==> src/rtl/id_ex_stage.sv <==
// -----------------------------------------------------------------------------
// id_ex_stage
//   Decode-to-execute pipeline stage feeding the 32-bit ALU. Each accepted
//   instruction has its operands resolved immediately (x0, forwarding,
//   immediate extension) and is buffered in a 2-entry skid FIFO. The head
//   entry is presented to execute with a valid/ready handshake.
//
// Ports
//   clk, rst_n            clock, asynchronous active-low reset
//   in_valid / in_ready   decode handshake (in_ready = FIFO not full)
//   rs1_addr, rs1_data    source 1 index and register-file data
//   rs2_addr, rs2_data    source 2 index and register-file data
//   imm, use_imm          raw immediate; select it as operand B
//   op_and                1: AND, 0: ADD
//   rd_addr, reg_write    destination and its write enable
//   fwd_valid/_rd/_data   result forwarded from a later stage
//   flush                 synchronous kill of all buffered entries
//   out_valid / out_ready execute handshake
//   alu_a, alu_b, alu_sel ALU operands and op select of the head entry
//   out_rd, out_reg_write destination and write enable of the head entry
// -----------------------------------------------------------------------------
module id_ex_stage #(
    parameter int XLEN    = 32,
    parameter int IMM_W   = 12,
    parameter int RADDR_W = 5
) (
    input  logic               clk,
    input  logic               rst_n,
    input  logic               in_valid,
    output logic               in_ready,
    input  logic [RADDR_W-1:0] rs1_addr,
    input  logic [RADDR_W-1:0] rs2_addr,
    input  logic [XLEN-1:0]    rs1_data,
    input  logic [XLEN-1:0]    rs2_data,
    input  logic [IMM_W-1:0]   imm,
    input  logic               use_imm,
    input  logic               op_and,
    input  logic [RADDR_W-1:0] rd_addr,
    input  logic               reg_write,
    input  logic               fwd_valid,
    input  logic [RADDR_W-1:0] fwd_rd,
    input  logic [XLEN-1:0]    fwd_data,
    input  logic               flush,
    output logic               out_valid,
    input  logic               out_ready,
    output logic [XLEN-1:0]    alu_a,
    output logic [XLEN-1:0]    alu_b,
    output logic               alu_sel,
    output logic [RADDR_W-1:0] out_rd,
    output logic               out_reg_write
);

    typedef enum logic [1:0] {
        EMPTY = 2'd0,
        ONE   = 2'd1,
        TWO   = 2'd2
    } occ_t;

    typedef struct packed {
        logic [XLEN-1:0]    a;
        logic [XLEN-1:0]    b;
        logic               sel;
        logic [RADDR_W-1:0] rd;
        logic               rw;
    } entry_t;

    occ_t   state;
    entry_t head_q;     // oldest entry, drives the outputs
    entry_t tail_q;     // second entry, valid only in TWO
    entry_t new_entry;  // incoming instruction with operands resolved
    logic   push;
    logic   pop;

    // x0 reads as zero; a forwarded result beats register-file data. Because
    // x0 is checked first, a forward targeting x0 can never take effect.
    function automatic logic [XLEN-1:0] resolve_src(
        input logic [RADDR_W-1:0] addr,
        input logic [XLEN-1:0]    rf_data
    );
        if (addr == '0)
            return '0;
        else if (fwd_valid && (fwd_rd == addr))
            return fwd_data;
        else
            return rf_data;
    endfunction

    always_comb begin
        // NOTE: every field gets a value before any condition, so no latch can be inferred.
        new_entry     = '0;
        new_entry.a   = resolve_src(rs1_addr, rs1_data);
        new_entry.sel = op_and;
        new_entry.rd  = rd_addr;
        new_entry.rw  = reg_write;
        if (!use_imm)
            new_entry.b = resolve_src(rs2_addr, rs2_data);
        else if (op_and)
            new_entry.b = {{(XLEN-IMM_W){1'b0}}, imm};           // logical imm: zero-extend
        else
            new_entry.b = {{(XLEN-IMM_W){imm[IMM_W-1]}}, imm};   // arithmetic imm: sign-extend
    end

    assign in_ready = (state != TWO);
    assign out_valid = (state != EMPTY);
    assign push = in_valid & in_ready;
    assign pop  = out_valid & out_ready;

    // Occupancy tracking and entry storage. The head register always holds the
    // oldest entry, so the outputs need no read mux and stay stable under stall.
    always_ff @(posedge clk or negedge rst_n) begin
        if (!rst_n) begin
            // NOTE: both storage entries are reset because the head drives the outputs, which must read zero in reset.
            state  <= EMPTY;
            head_q <= '0;
            tail_q <= '0;
        end else if (flush) begin
            // Flush overrides any push or pop presented in the same cycle.
            state <= EMPTY;
        end else begin
            // NOTE: non-blocking assignments so every register samples pre-edge values.
            case (state)
                EMPTY: begin
                    if (push) begin
                        head_q <= new_entry;
                        state  <= ONE;
                    end
                end
                ONE: begin
                    case ({push, pop})
                        2'b10: begin
                            tail_q <= new_entry;
                            state  <= TWO;
                        end
                        2'b01: state <= EMPTY;
                        2'b11: head_q <= new_entry;   // head leaves, newcomer takes its place
                        default: ;
                    endcase
                end
                TWO: begin
                    if (pop) begin
                        head_q <= tail_q;
                        state  <= ONE;
                    end
                end
                default: state <= EMPTY;
            endcase
        end
    end

    assign alu_a         = head_q.a;
    assign alu_b         = head_q.b;
    assign alu_sel       = head_q.sel;
    assign out_rd        = head_q.rd;
    // A stale head must never look like a pending register write.
    assign out_reg_write = head_q.rw & out_valid;

endmodule

==> config.mk <==
export PLATFORM = sky130hd
export DESIGN_NAME = id_ex_stage
export DESIGN_NICKNAME = d
export VERILOG_FILES = /design/src/rtl/id_ex_stage.sv
export SDC_FILE = /design/constraint.sdc
export NUM_CORES = 1
export LEC_CHECK = 0
export CAP_MARGIN = 20
export CORE_MARGIN = 2
export CORE_UTILIZATION = 50
export DETAILED_ROUTE_END_ITERATION = 12
export DONT_BUFFER_PORTS = 1
export GPL_TIMING_DRIVEN = 0
export PLACE_DENSITY = 0.73
export RECOVER_POWER = 25
export SLEW_MARGIN = 20
export SYNTH_ARGS = -nofsm -noshare
export SYNTH_HDL_FRONTEND = slang
export SYNTH_SLANG_ARGS = --single-unit
export TNS_END_PERCENT = 20
==> constraint.sdc <==
create_clock -name clk -period 2.9 [get_ports clk]
set_clock_uncertainty 0.05 [all_clocks]
set_input_delay 0.58 -clock clk [delete_from_list [all_inputs] [get_ports clk]]
set_output_delay 0.58 -clock clk [all_outputs]
set_load 0.01 [all_outputs]
==> results.py, run 1 <==
metrics = {
    "status": {
        "outcome": "finished, violations left",
        "violations": "negative hold slack",
    },
    "detailed_routing": {
        "viasPerCell": 5.942,
        "drt_first_pass_iters": 6,
        "drc": 0,
        "postRouteAntennaNets": 0,
        "wl_per_cell_um": 21.11,
        "num_vias": 6774,
        "wirelength_mm": 24.06,
        "dr.first_iter.drc_count": 582,
    },
    "pwr": {
        "p_per_area_nw_per_um2": 742.8,
        "total_power_mw": 6.741,
        "switching_power_mw": 1.763,
        "seqPwrFrac_pct": 40.9,
        "share_comb_of_total_power_pct": 20.0,
        "p_clk_share_pct": 39.1,
        "p_int_mw": 4.978,
        "sw_frac_of_total_pct": 26.16,
        "leakage_nw": 4.000,
        "ir_worst_vdd_v": 0.0004091,
    },
    "finish": {
        "mostFrequentLayoutCell": "dfrtp_1",
        "final_core_util_pct": 57.34,
        "finalNonFillerCells": 1140,
        "multi_input_area_um2": 3621,
        "final_area_um2": 9076,
        "area_growth_pct": 12.12,
        "nNetsFinal": 1049,
        "ff_latch_area_um2": 3603,
        "final_cell_mix": "144 x dfrtp_1, 120 x nand2_1, 81 x a31oi_1",
        "drive_above_1_share_pct": 16.47,
        "fill_cells": 1402,
    },
    "die": {
        "start_util_pct": 51.15,
        "fp.dieArea_um2": 17220,
        "rows": 46,
        "ioPinCount": 210,
        "core_area_um2": 15830,
        "dieHeight_um": 131.2,
        "die_width_um": 131.2,
    },
    "yosys": {
        "synth_area_leaders": "dfrtp_1 45%, buf_4 6.9%, a31oi_1 6.3%",
        "synth.yosys.warnings": 0,
        "ys_ff_latch": 144,
        "yosysTopAreaCell": "dfrtp_1",
        "ys_types": 41,
        "yosysTopAreaCellShare_pct": 44.51,
        "syn_area_per_cell_um2": 9.065,
        "syn_inst": 893,
        "seq_area_frac_synth_pct": 44.51,
        "synth_area_um2": 8095,
        "synth_fp_nets": 1030,
    },
    "placement": {
        "place_hpwl_mm": 17.73,
        "gp_congestion": 0.9034,
        "io_buffer_count": 0,
        "dpl_worst_slack_ns": 0.4308,
        "placed_cell_area_um2": 8366,
        "dp_cells": 1109,
    },
    "global_routing": {
        "grt_pass1_wl_mm": 37.60,
        "grt_start_max_net_pins": 145,
        "grt-ovfl-total": 0,
        "grt_usage_pct": 27.93,
        "grt_pass1_vias": 6734,
        "antenna_found_initial": 3,
    },
    "setup_path": {
        "worstSetupStartpoint": "state[1]",
        "cp_max_fo": 10,
        "crit_arrival_ns": 1.82,
        "endpoint_kind": "output port",
        "r2r-start": "state[1]",
        "worstSetupStartpointType": "register",
        "crit_required_ns": 2.27,
        "crit_type": "register to output port",
    },
    "timing": {
        "slew_viol_final": 0,
        "whs_ns": -0.1966,
        "worst_pin_slew_ns": 0.6546,
        "fin_ws_ns": 0.4535,
        "fmax_mhz": 408.8,
        "hold_violations": 144,
        "max_slew_margin_pct": 56.36,
        "period_share_pct": 84.36,
        "setup-tns-final_ns": 0,
        "rsz0062_at_grt": "false",
        "setup_viol_count_final": 0,
        "min_period_ns": 2.446,
    },
    "clocking": {
        "post_cts_resized": 0,
        "root_buffer": "clkbuf_16",
        "path_clk_slew_ns": 0.06,
        "cts_tree": "built",
        "cts_made_buffers": 17,
        "htreeDepth": 4,
        "post-cts-setup-buffers": 0,
        "clk_path_buf_depth": 2,
        "clock_sinks": 144,
        "insertion_delay_ns": 0.42,
    },
    "hold_path": {
        "hold_class": "input port to async pin",
    },
    "flow_run": {
        "maxCapViolCount": 0,
    },
}
-- area by class of cell --
class | count | share of cell area [%]
sequential | 144 | 39.70
inverter | 2 | 0.08271
clock inverter | 9 | 2.509
multi-input combinational | 606 | 39.90
clock buffer | 21 | 5.294
buffer | 141 | 9.512
tap | 216 | 2.978
antenna | 1 | 0.02757
-- cell usage after synthesis --
| cell | instances |
|---|---|
| or3_1 | 1 |
| a211oi_1 | 23 |
| a41oi_1 | 12 |
| nand3b_1 | 2 |
| buf_4 | 74 |
| or2_1 | 1 |
| nand2_1 | 120 |
| o21ai_1 | 26 |
| nand3_1 | 33 |
| dfrtp_1 | 144 |
| or4_4 | 1 |
| xnor2_1 | 2 |
| buf_2 | 26 |
| nor2_1 | 59 |
| and3_1 | 1 |
| mux2i_1 | 35 |
| nor2b_1 | 1 |
| xor2_1 | 8 |
| a21o_2 | 8 |
| o21a_1 | 1 |
| nor4_4 | 2 |
| or2_2 | 1 |
| a21oi_1 | 52 |
| o21ai_0 | 3 |
| o21bai_1 | 18 |
| buf_1 | 2 |
| a21oi_4 | 1 |
| o21ai_2 | 4 |
| and3b_1 | 1 |
| and2_1 | 4 |
| a31oi_1 | 81 |
| nor3_2 | 1 |
| buf_6 | 3 |
| clkbuf_1 | 35 |
| and4_1 | 12 |
| clkbuf_2 | 1 |
| nor3b_1 | 1 |
| inv_1 | 2 |
| nand2b_1 | 32 |
| a21o_1 | 56 |
| nor3_1 | 3 |
-- per-layer routing --
metal	routed length [um]	part of all wire (%)	vias up	GRT usage (%)
met4	920	3.8	4	12.50
met2	11320	47	286	44.18
met5	27	0.11	-	0
met3	1819	7.6	63	7.677
li1	-	-	3146	-
met1	9977	41	3275	36.00
-- logic make-up (layout without fill, tap and decap cells) --
family                    count (synthesis)  count (layout)  share of synthesized area, %
AOI/OAI and AO/OA                       285             285                         23.15
buffers and inverters                   143             173                         10.76
DFF                                     144             144                         44.51
xor gates and xnor gates                 10              10                         1.082
muxes                                    35              35                         4.328
and+or+nand+nor                         276             276                         16.17
other                                     0               1                             0
-- sequential cells by signal, indices dropped and copies added, names as in the netlist --
| register | flops |
|---|---|
| alu_sel | 1 |
| out_rd | 5 |
| alu_a | 32 |
| alu_b | 32 |
| head_q | 1 |
| tail_q | 71 |
| state | 2 |
-- worst max-delay path: stages (launching register included) --
cell and delay (ns):
dfrtp_1 0.43, nor2b_1 0.15, buf_2 0.20, inv_1 0.16, clkbuf_1 0.46
-- worst paths after layout --
path	to	slack [ns]	depth (start not counted)
max in group asynchronous	tail_q[10]	2.81	0
worst max-delay path	in_ready	0.45	4
min in group clk	state[0]	0.17	1
worst min-delay path	tail_q[59]	-0.20	0
worst max register to register	alu_a[18]	0.71	6
worst min register to register	tail_q[67]	0.43	1
-- power by group through the flow --
stage                     logic (mW)  clock network [mW]  registers (mW)
after floorplan                 1.15                   0            2.71
after global placement          1.32                   0            2.77
after detailed placement        1.35                   0            2.78
after CTS                       1.36                2.65            2.75
after global routing            1.48                2.74            2.81
final                           1.35                2.63            2.76
Note: power is estimated with default switching activity, not from simulation.
==> run 2, diff against run 1 <==
Clock period 2.9 ns to 2.3 ns, I/O delays scaled along.
==> run 2 against run 1 <==
Effect of this change: the flow still finishes with violations (negative hold slack); design area did not move; non-clock buffer count fell by 1; worst setup slack got worse by 0.32 ns; total power rose by 26%; die area did not move; sequential share of layout area did not move; sequential cell count did not move; combinational power rose by 26%; critical path type unchanged; largest cell class unchanged.
==> results.py, run 2 (synthesis gave the netlist of run 1 again) <==
metrics = {
    "status": {
        "outcome": "finished, violations left",
        "violations": "negative hold slack",
    },
    "timing": {
        "whs_ns": -0.3188,
        "fmax_mhz": 461.0,
        "setup_viol_count_final": 0,
        "hold_violations": 144,
        "rsz0062_at_grt": "false",
        "slew_viol_final": 0,
        "worst_pin_slew_ns": 0.6389,
        "min_period_ns": 2.169,
        "setup-tns-final_ns": 0,
        "period_share_pct": 94.31,
        "max_slew_margin_pct": 57.41,
    },
    "detailed_routing": {
        "drc": 0,
        "met3_length_mm": 1.776,
        "viasPerCell": 5.982,
        "drt_first_pass_iters": 5,
        "top_layer": "met5",
        "wirelength_mm": 24.10,
        "num_vias": 6813,
        "wl_per_cell_um": 21.16,
        "met1_length_mm": 10.11,
        "dr.first_iter.drc_count": 584,
        "postRouteAntennaNets": 0,
        "met2WireLength_mm": 11.16,
    },
    "pwr": {
        "ir_worst_vdd_v": 0.0005178,
        "leakage_nw": 4.000,
        "p_per_area_nw_per_um2": 936.4,
    },
    "clocking": {
        "insertion_delay_ns": 0.42,
        "clk_path_buf_depth": 2,
        "cts_made_buffers": 17,
        "path_clk_slew_ns": 0.06,
        "clock_sinks": 144,
        "post-cts-setup-buffers": 0,
        "htreeDepth": 4,
        "root_buffer": "clkbuf_16",
        "cts_tree": "built",
    },
    "setup_path": {
        "r2r-end": "alu_b[29]",
        "r2r_cells": 7,
        "r2r-start": "state[1]",
        "crit_required_ns": 1.79,
        "crit_arrival_ns": 1.66,
        "endpoint_kind": "output port",
        "crit_end": "in_ready",
        "worstSetupStartpoint": "state[1]",
        "worstSetupStartpointType": "register",
        "crit_type": "register to output port",
        "cp_max_fo": 10,
        "r2r_slack_ns": 0.17,
    },
    "die": {
        "core_area_um2": 15830,
        "die_width_um": 131.2,
        "rows": 46,
        "ioPinCount": 210,
        "fp.dieArea_um2": 17220,
        "dieHeight_um": 131.2,
        "start_util_pct": 51.15,
    },
    "finish": {
        "final_area_um2": 9076,
        "drive_above_1_share_pct": 16.59,
        "largest-register": "tail_q",
        "mostFrequentLayoutCell": "dfrtp_1",
        "area_growth_pct": 12.12,
        "largest_register_ffs": 71,
        "nNetsFinal": 1048,
        "final_cell_mix": "144 x dfrtp_1, 120 x nand2_1, 81 x a31oi_1",
    },
    "hold_path": {
        "hold_class": "input port to async pin",
    },
    "global_routing": {
        "grt_start_max_net_pins": 145,
        "grt_pass1_wl_mm": 37.58,
        "grt_pass1_vias": 6738,
        "grt_usage_pct": 27.93,
        "antenna_found_initial": 3,
        "grt-ovfl-total": 0,
    },
    "placement": {
        "gp_congestion": 0.9034,
        "placed_cell_area_um2": 8366,
        "place_hpwl_mm": 17.73,
        "io_buffer_count": 0,
    },
    "flow_run": {
        "maxCapViolCount": 0,
    },
}
[run 2: cell type report]
class                      instances  area, um2
clock inverter                     9      227.7
clock buffer                      21      480.5
antenna                            1      2.502
tap                              216      270.3
fill                            1404       6751
inverter                           2      7.507
buffer                           140      863.3
sequential                       144       3603
multi-input combinational        606       3621
[run 2: per-layer routing]
| layer | track usage [%] | vias up |
|---|---|---|
| li1 | - | 3146 |
| met5 | 0 | - |
| met2 | 44.15 | 289 |
| met3 | 7.716 | 73 |
| met1 | 35.95 | 3301 |
| met4 | 12.56 | 4 |
[run 2: how the worst min path moves through the flow]
stage          start          to  slack [ns]  depth (start not counted)
2_1_floorplan  rst_n    alu_a[0]        0.11                          0
3_3_place_gp   rst_n   alu_a[20]        0.12                          0
3_5_place_dp   rst_n  tail_q[57]        0.12                          0
4_1_cts        rst_n   alu_a[16]       -0.33                          0
5_1_grt        rst_n  tail_q[57]       -0.34                          0
6_report       rst_n  tail_q[59]       -0.32                          0
[run 2: critical path, stage by stage, from the launching register on]
cell and delay [ns]:
dfrtp_1 0.43, nor2b_1 0.16, clkbuf_4 0.20, inv_1 0.15, clkbuf_2 0.29
[run 2: repair_timing]
| item | CTS | global route |
|---|---|---|
| hold endpoints to repair | 144 | 144 |
| pin swaps | 0 | 0 |
| endpoints found under the setup margin | 1 | 3 |
| gates resized for setup | 1 | 1 |
[run 2: where the power goes]
group          total, mW  internal (mW)  switching (mW)
Combinational       1.70          0.876           0.827
Sequential          3.48           3.15           0.329
Clock               3.32           2.25            1.07
[run 2: metrics by stage]
step | std cells | utilization [%] | total power, mW | hold slack [ns] | setup WS, ns
3_5_place_dp | 1109 | 52.85 | 5.208 | 0.1187 | -0.04916
5_1_grt | 1138 | 57.33 | 8.863 | -0.3355 | 0.05020
3_3_place_gp | 1109 | 52.85 | 5.157 | 0.1199 | -0.06351
4_1_cts | 1139 | 57.34 | 8.521 | -0.3331 | 0.1198
6_report | 1139 | 57.34 | 8.499 | -0.3188 | 0.1308
2_1_floorplan | 893 | - | 4.869 | 0.1144 | 0.3844
==> run 3, diff against run 2 <==
Settings changed: DONT_BUFFER_PORTS 1 to unset, PLACE_DENSITY 0.73 to 0.9.
==> run 3 against run 2 <==
Effect of this change: the flow now finishes without violations; combinational power grew 51%; routed wire length up 12%; design area up 23%; critical path depth rose by 3; sequential share of layout area fell by 7.3 points; cell count grew 19%; fmax decreased by 3.9%; die area is the same; core utilization grew 13 points; via count up 17%; total power rose by 3.7%.
==> results.py, run 3 (synthesis gave the netlist of run 1 again) <==
metrics = {
    "status": {
        "outcome": "finished clean",
    },
    "global_routing": {
        "met1_usage_pct": 39.44,
        "grt_busiest_layer": "met2",
        "grt_usage_pct": 30.97,
        "grt-ovfl-total": 0,
        "grt_pass1_vias": 7775,
        "grt_start_max_net_pins": 84,
        "use_met3_pct": 5.478,
        "grt_pass1_wl_mm": 41.75,
        "met2_usage_pct": 48.68,
        "antenna_found_initial": 4,
    },
    "die": {
        "die_width_um": 131.2,
        "rows": 46,
        "ioPinCount": 210,
        "start_util_pct": 51.15,
        "fp.dieArea_um2": 17220,
        "dieHeight_um": 131.2,
        "core_area_um2": 15830,
    },
    "timing": {
        "hold_violations": 0,
        "slew_viol_final": 0,
        "fmax_mhz": 442.9,
        "min_period_ns": 2.258,
        "whs_ns": 0.3000,
        "max_slew_margin_pct": 48.54,
        "setup-tns-final_ns": 0,
        "setup_viol_count_final": 0,
        "period_share_pct": 98.16,
        "worst_pin_slew_ns": 0.7719,
        "rsz0062_at_grt": "true",
    },
    "hold_path": {
        "min_path_cells": 2,
        "hold_class": "input port to register",
    },
    "finish": {
        "final_area_um2": 11120,
        "largest-register": "tail_q",
        "area_growth_pct": 37.36,
        "drive_above_1_share_pct": 15.15,
        "fill_cells": 1212,
        "mostFrequentLayoutCell": "clkdlybuf4s50_1",
        "largest_register_ffs": 71,
        "finalNonFillerCells": 1355,
        "final_cell_mix": "205 x clkdlybuf4s50_1, 143 x dfrtp_1, 120 x nand2_1",
        "nNetsFinal": 1259,
    },
    "placement": {
        "io_buffer_count": 208,
        "place_hpwl_mm": 19.68,
        "placed_cell_area_um2": 10480,
        "gp_congestion": 0.9577,
        "dp_cells": 1318,
    },
    "pwr": {
        "ir_worst_vdd_v": 0.0005814,
        "total_power_mw": 8.812,
        "p_per_area_nw_per_um2": 792.5,
        "leakage_nw": 4.817,
    },
    "detailed_routing": {
        "wl_per_cell_um": 19.89,
        "wirelength_mm": 26.95,
        "viasPerCell": 5.892,
        "drc": 0,
        "num_vias": 7984,
        "dr.first_iter.drc_count": 951,
        "drt_first_pass_iters": 5,
        "postRouteAntennaNets": 0,
    },
    "setup_path": {
        "cp_max_fo": 10,
        "endpoint_kind": "register",
        "r2r_cells": 7,
        "worstPathCellList": "clkdlybuf4s50_1 > xor2_1 > or4_4 > buf_6 > o21ai_1 > a21oi_1 > a21o_1",
        "crit_required_ns": 2.57,
        "critPathSlowestCell": "or4_4",
        "critical_path.max_stage_delay_ns": 0.64,
        "crit_type": "input port to register",
        "worstSetupStartpointType": "input port",
        "crit_arrival_ns": 2.53,
    },
    "clocking": {
        "clock_sinks": 144,
        "cts_tree": "built",
        "insertion_delay_ns": 0.43,
        "clk_path_buf_depth": 2,
        "root_buffer": "clkbuf_16",
        "post-cts-setup-buffers": 0,
        "path_clk_slew_ns": 0.06,
        "htreeDepth": 4,
        "cts_made_buffers": 17,
    },
    "flow_run": {
        "maxCapViolCount": 0,
    },
}
run 3: cell count changes in the layout (fill, tap and decap cells not counted), sizes merged:
cell           change
clkdlybuf4s15      +1
dlygate4sd3        +1
diode              +3
bufinv             -5
clkinv             +4
clkdlybuf4s50    +205
clkinvlp           +3
dlygate4sd2        +1
clkbuf             +2
buf                +1
run 3: worst max-delay path, delay by kind of cell:
family,cells,cell delay [ns]
buffers and inverters,2,0.63
and+or+nand+nor,1,0.64
xor gates and xnor gates,1,0.22
AOI/OAI and AO/OA,3,0.58
run 3: metal layers:
metal	part of all wire [%]	up-vias
met5	0	-
met4	5.9	0
met3	7.7	107
met2	48	479
met1	39	3826
li1	-	3572
run 3: area by class of cell:
class	count	area, um2	share of cell area [%]
Timing Repair Buffer	210	2107	18.95
Clock inverter	11	112.6	1.013
Clock buffer	21	470.5	4.231
Antenna cell	4	10.01	0.09002
Sequential cell	144	3605	32.42
Multi-Input combinational cell	606	3646	32.79
Inverter	2	7.507	0.06751
Buffer	141	890.9	8.012
Tap cell	216	270.3	2.431
run 3: metrics by stage:
stage	util [%]	worst slack (ns)
detailed placement	66.21	-0.4404
global route	70.25	-0.001110
finish	70.25	0.04239
CTS	70.02	0.01757
global placement	66.01	-5.011
floorplan	-	0.3844
run 3: path summary, 6_finish.rpt:
check / end / from / slack [ns]
worst max-delay path: tail_q[46] / fwd_rd[0] / 0.04
worst min-delay path: state[1] / out_ready / 0.30
worst max register to register: alu_b[31] / state[1] / 0.21
worst min register to register: tail_q[70] / tail_q[70] / 0.43
max in group asynchronous: state[1] / rst_n / 0.52
min in group asynchronous: alu_a[22] / rst_n / 0.50
run 3: what timing repair did:
item,CTS,global route
hold endpoints to repair,61,0
endpoints found under the setup margin,2,75
hold buffers,1,0
pin swaps,0,1
resized for setup,7,26
run 3: power breakdown:
group	switching [mW]	total (mW)	internal (mW)	leakage, nW
Sequential	0.363	3.51	3.15	1.70
Clock	1.07	2.74	1.67	0.284
Combinational	1.06	2.56	1.50	2.83
Total	2.49	8.81	6.32	4.82
